==> config.mk <==
export PLATFORM = sky130hd
export DESIGN_NAME = pic24_fetch_sequencer
export DESIGN_NICKNAME = d
export VERILOG_FILES = /design/src/rtl/pic24_fetch_sequencer.sv
export SDC_FILE = /design/constraint.sdc
export NUM_CORES = 1
export LEC_CHECK = 0
export BUFFER_PORTS_ARGS = -buffer_cell sky130_fd_sc_hd__buf_2
export CAP_MARGIN = 15
export CORE_MARGIN = 2
export CORE_UTILIZATION = 35
export CTS_BUF_LIST = sky130_fd_sc_hd__clkbuf_2
export DETAILED_ROUTE_END_ITERATION = 7
export GPL_TIMING_DRIVEN = 0
export HOLD_SLACK_MARGIN = 0.05
export SYNTH_ARGS = -nofsm -noshare
export SYNTH_HDL_FRONTEND = slang
export SYNTH_SLANG_ARGS = --single-unit
==> constraint.sdc <==
create_clock -name clk_i -period 3.7 [get_ports clk_i]
set_clock_uncertainty 0.05 [all_clocks]
set_input_delay 0.37 -clock clk_i [delete_from_list [all_inputs] [get_ports clk_i]]
set_output_delay 0.37 -clock clk_i [all_outputs]
set_load 0.01 [all_outputs]
==> src/rtl/pic24_fetch_sequencer.sv <==
// PIC24 instruction-fetch sequencer: reset-vector load, req/ack fetch, and
// direct execution of BRA and two-word GOTO; every other opcode steps the PC.
module pic24_fetch_sequencer #(
  parameter logic [15:0] RESET_VECTOR = 16'h0000,
  parameter logic [7:0]  GOTO_OPC     = 8'h04,
  parameter logic [7:0]  BRA_OPC      = 8'h37
) (
  input  logic        clk_i,
  input  logic        rst_ni,
  input  logic [23:0] pc_addr_i,
  output logic        pc_inc_o,
  output logic        pc_load_o,
  output logic [15:0] pc_data_o,
  output logic        imem_req_o,
  input  logic        imem_ack_i,
  input  logic [23:0] imem_rdata_i,
  output logic [23:0] ir_o,
  output logic        ir_valid_o,
  input  logic        stall_i,
  output logic        illegal_o,
  output logic [2:0]  state_o
);

  typedef enum logic [2:0] {
    ST_RST    = 3'd0,
    ST_FETCH  = 3'd1,
    ST_EXEC   = 3'd2,
    ST_FETCH2 = 3'd3,
    ST_LOAD   = 3'd4
  } state_t;

  state_t      state_q, state_d;
  logic [23:0] ir_q;
  logic [15:0] target_q;
  logic        illegal_q;
  logic        capture_ir, capture_target, set_illegal;
  logic [15:0] bra_target;
  logic        unused_pc_hi;

  // Sign-extended word offset doubled into a byte offset; only the low 16 bits matter.
  assign bra_target   = pc_addr_i[15:0] + 16'd2 + {ir_q[14:0], 1'b0};
  assign unused_pc_hi = ^pc_addr_i[23:16];

  always_ff @(posedge clk_i or negedge rst_ni) begin
    if (!rst_ni) begin
      state_q   <= ST_RST;
      ir_q      <= '0;
      target_q  <= '0;
      illegal_q <= 1'b0;
    end else begin
      state_q <= state_d;
      if (capture_ir)     ir_q      <= imem_rdata_i;
      if (capture_target) target_q  <= {ir_q[15:1], 1'b0};
      if (set_illegal)    illegal_q <= 1'b1;
    end
  end

  always_comb begin
    state_d        = state_q;
    pc_inc_o       = 1'b0;
    pc_load_o      = 1'b0;
    pc_data_o      = '0;
    imem_req_o     = 1'b0;
    ir_valid_o     = 1'b0;
    capture_ir     = 1'b0;
    capture_target = 1'b0;
    set_illegal    = 1'b0;
    unique case (state_q)
      ST_RST: begin
        // Gated by reset so no load reaches the PC while reset is held.
        pc_load_o = rst_ni;
        pc_data_o = rst_ni ? RESET_VECTOR : '0;
        state_d   = ST_FETCH;
      end
      ST_FETCH: begin
        imem_req_o = 1'b1;
        if (imem_ack_i) begin
          capture_ir = 1'b1;
          state_d    = ST_EXEC;
        end
      end
      ST_EXEC: begin
        ir_valid_o = 1'b1;
        if (!stall_i) begin
          if (ir_q[23:16] == BRA_OPC) begin
            pc_load_o = 1'b1;
            pc_data_o = bra_target;
            state_d   = ST_FETCH;
          end else if (ir_q[23:16] == GOTO_OPC) begin
            pc_inc_o       = 1'b1;
            capture_target = 1'b1;
            state_d        = ST_FETCH2;
          end else begin
            pc_inc_o = 1'b1;
            state_d  = ST_FETCH;
          end
        end
      end
      ST_FETCH2: begin
        imem_req_o = 1'b1;
        if (imem_ack_i) begin
          set_illegal = (imem_rdata_i[6:0] != 7'd0);
          state_d     = ST_LOAD;
        end
      end
      ST_LOAD: begin
        pc_load_o = 1'b1;
        pc_data_o = target_q;
        state_d   = ST_FETCH;
      end
      default: state_d = ST_RST;
    endcase
  end

  assign ir_o      = ir_q;
  assign illegal_o = illegal_q;
  assign state_o   = state_q;

endmodule

==> results.py <==
metrics = {
    "pwr": {
        "peakVddDrop_mv": 0.293,
        "leakagePower_nw": 1.75,
        "power_density_nw_per_um2": 734,
        "p_total_mw": 2.54,
    },
    "synthesis": {
        "yosys.cell_count.top_type": "dfrtp_1",
        "synth_top_cells_by_count": "dfrtp_1 (43), mux2_2 (38), ha_1 (27)",
        "synth.distinct_cells": 47,
        "ys_top_cells_by_area": "dfrtp_1 (39%), mux2_2 (16%), ha_1 (12%)",
        "yosys_warnings": 0,
        "synth.avg_cell_area_um2": 10.8,
        "synth_edf_count": 0,
        "synth_cells": 253,
        "post-synth-top-area-cell": "dfrtp_1",
        "ys.flop_type": "dfrtp_1",
        "async_flop_share": 1.00,
        "ys_seq_area_frac": 0.393,
        "syn_nets": 333,
        "ys_ff_latch": 43,
        "synth_top_area_share": 0.393,
        "syn-cell-area_um2": 2740,
    },
    "clock_tree": {
        "cts_root_buf": "clkbuf_2",
        "insertion_delay_ns": 0.41,
        "cts_max_level": 2,
        "cts_buffers": 5,
        "clk_pin_slew_ns": 0.23,
        "cts_buffer_depth": 2,
        "cts_sinks": 43,
        "cts_tree": "yes",
    },
    "final_layout": {
        "area_growth_pct": 26.0,
        "final_core_util": 0.451,
        "final_area_um2": 3450,
        "final_nets": 434,
        "drive_gt1_frac": 0.431,
        "fin_cells": 457,
        "fillers": 760,
        "insertedDiodeCount": 0,
    },
    "drt": {
        "ant_nets": 0,
        "first_pass_iters": 4,
        "detailedRoute.firstIterationViolations": 102,
        "drc": 0,
        "vias": 2319,
        "wire_per_inst_um": 15.4,
        "via_per_inst": 5.07,
        "drt_wl_total_um": 7020,
    },
    "sta": {
        "min_period_ns": 3.56,
        "finalCritPeriodShare": 0.963,
        "fmax_ghz": 0.281,
        "tightest_slew_ns": 1.03,
        "setup_violations": 0,
        "rsz0062_at_grt": "no",
        "timing.setup.tns_ns": 0,
        "drv_slew": 0,
        "hold_viol_final": 0,
        "slew_headroom": 0.316,
        "setup_ws_ns": 0.137,
        "hold_slack_ns": 0.0563,
    },
    "critical_path": {
        "cp-end-kind": "output port",
        "arrival_ns": 3.14,
        "path_max_fanout": 4,
        "crit_path_start_kind": "flop",
        "cp.required_ns": 3.28,
        "critical_path_class": "flop to output port",
    },
    "placement": {
        "place_congestion": 0.858,
        "dp.cells": 446,
        "pre_cts_ws_ns": 0.568,
        "dp_hpwl_um": 5230,
        "place_area_um2": 3320,
        "portBuffers": 91,
    },
    "die": {
        "start_util": 0.358,
        "core_area_um2": 7650,
        "die_h_um": 92.5,
        "rows": 32,
        "io_pins": 100,
        "die_area_um2": 8550,
        "dieWidth_um": 92.5,
    },
    "global_route": {
        "grt_pass1_wl_um": 11200,
        "grt_overflow": 0,
        "grt_max_degree": 45,
        "grt_pass1_vias": 2214,
        "grtUsageTotal": 0.166,
        "grt_antenna_before_repair": 0,
    },
    "worst_hold_path": {
        "hp-class": "input pin to asynchronous set/reset pin",
    },
    "outcome": {
        "outcome": "completed",
    },
    "flow_run": {
        "maxCapViolCount": 0,
    },
}
## what timing repair did
action                     in CTS  in global routing
hold buffers                    0                  3
setup endpoints to repair       0                  4
gates resized for setup         0                  2
buffers inserted                0                  0
hold endpoints to repair        0                  3
## state kept, by name (all words and copies together) (netlist names)
signal and flops:
ir_o 24, target_q 15, state_o 3, illegal_o 1
## critical path, stage by stage, from the launching register on
cell and delay, ns:
dfrtp_1 0.47, ha_1 0.29, ha_1 0.21, inv_1 0.07, fa_1 0.17, nand2b_1 0.17, a21oi_2 0.10, o31a_1 0.32
or4_1 0.50, a32o_1 0.30, buf_2 0.15
## cells in the final DEF (no fill, tap or decap), drive strengths merged, types with 2 or more instances in the layout
master	synthesis	layout
xnor2	3	3
a211o	3	3
dlygate4sd3	0	3
bufinv	0	2
o31ai	2	2
a211oi	3	3
o21ai	15	15
nor4b	2	2
nor2	11	11
xor2	2	2
and4	2	2
nor3	2	2
a32o	7	7
nand4	4	4
or3	6	6
nand2b	3	3
buf	7	98
inv	8	8
clkbuf	3	9
o21a	3	3
dfrtp	43	43
nand3	6	6
a21oi	10	10
nor4	2	2
and3	2	2
mux2	38	38
nand2	18	18
ha	27	27
a21o	6	6
## cells by family (layout without fill, tap and decap cells)
logic type / count (synthesis) / count (layout) / share of synthesized area
AND/OR/NAND/NOR: 62 / 62 / 0.122
AO/OA/AOI/OAI: 59 / 59 / 0.151
flip-flops: 43 / 43 / 0.393
multiplexers: 38 / 38 / 0.156
adder cells (fa/ha/maj): 28 / 28 / 0.131
buffers and inverters: 18 / 120 / 0.0311
XOR/XNOR: 5 / 5 / 0.0160
## layer usage
layer | share of wire | vias up | global-route usage | wire length (um)
met4 | 0.014 | 0 | 0.0473 | 95
met1 | 0.47 | 1090 | 0.229 | 3300
met5 | 0 | - | 0 | 0
li1 | - | 1154 | - | -
met3 | 0.054 | 6 | 0.0391 | 377
met2 | 0.46 | 69 | 0.262 | 3240
## path summary, 6_finish.rpt
| kind | start | endpoint | slack, ns | cells past startpoint |
|---|---|---|---|---|
| max | ir_o[1]$_DFFE_PN0P_ | pc_data_o[14] | 0.14 | 10 |
| min | rst_ni | ir_o[8]$_DFFE_PN0P_ | 0.06 | 1 |
| max reg2reg | state_o[0]$_DFFE_PN0P_ | ir_o[9]$_DFFE_PN0P_ | 1.46 | 6 |
| min reg2reg | illegal_o$_DFFE_PN0P_ | illegal_o$_DFFE_PN0P_ | 0.44 | 1 |
| max in group asynchronous | rst_ni | target_q[13]$_DFFE_PN0P_ | 2.93 | 1 |
| min in group clk_i | imem_rdata_i[0] | ir_o[0]$_DFFE_PN0P_ | 0.11 | 3 |
## where the power goes
group          switching [mW]  internal, mW
Sequential              0.153         0.629
Clock                   0.161         0.185
Combinational           0.753         0.656
Total                    1.07          1.47
## layout make-up
class / count / area, um^2 / area share
well taps: 102 / 128 / 0.0370
plain buffers: 10 / 55.1 / 0.0159
flip-flops and latches: 43 / 1080 / 0.312
inverters: 8 / 30.0 / 0.00870
clock buffers: 6 / 30.0 / 0.00870
multi-input cells: 192 / 1590 / 0.460
repair buffers: 94 / 485 / 0.141
clock inverters: 2 / 60.1 / 0.0174
Power figures use the tool's default switching activity.
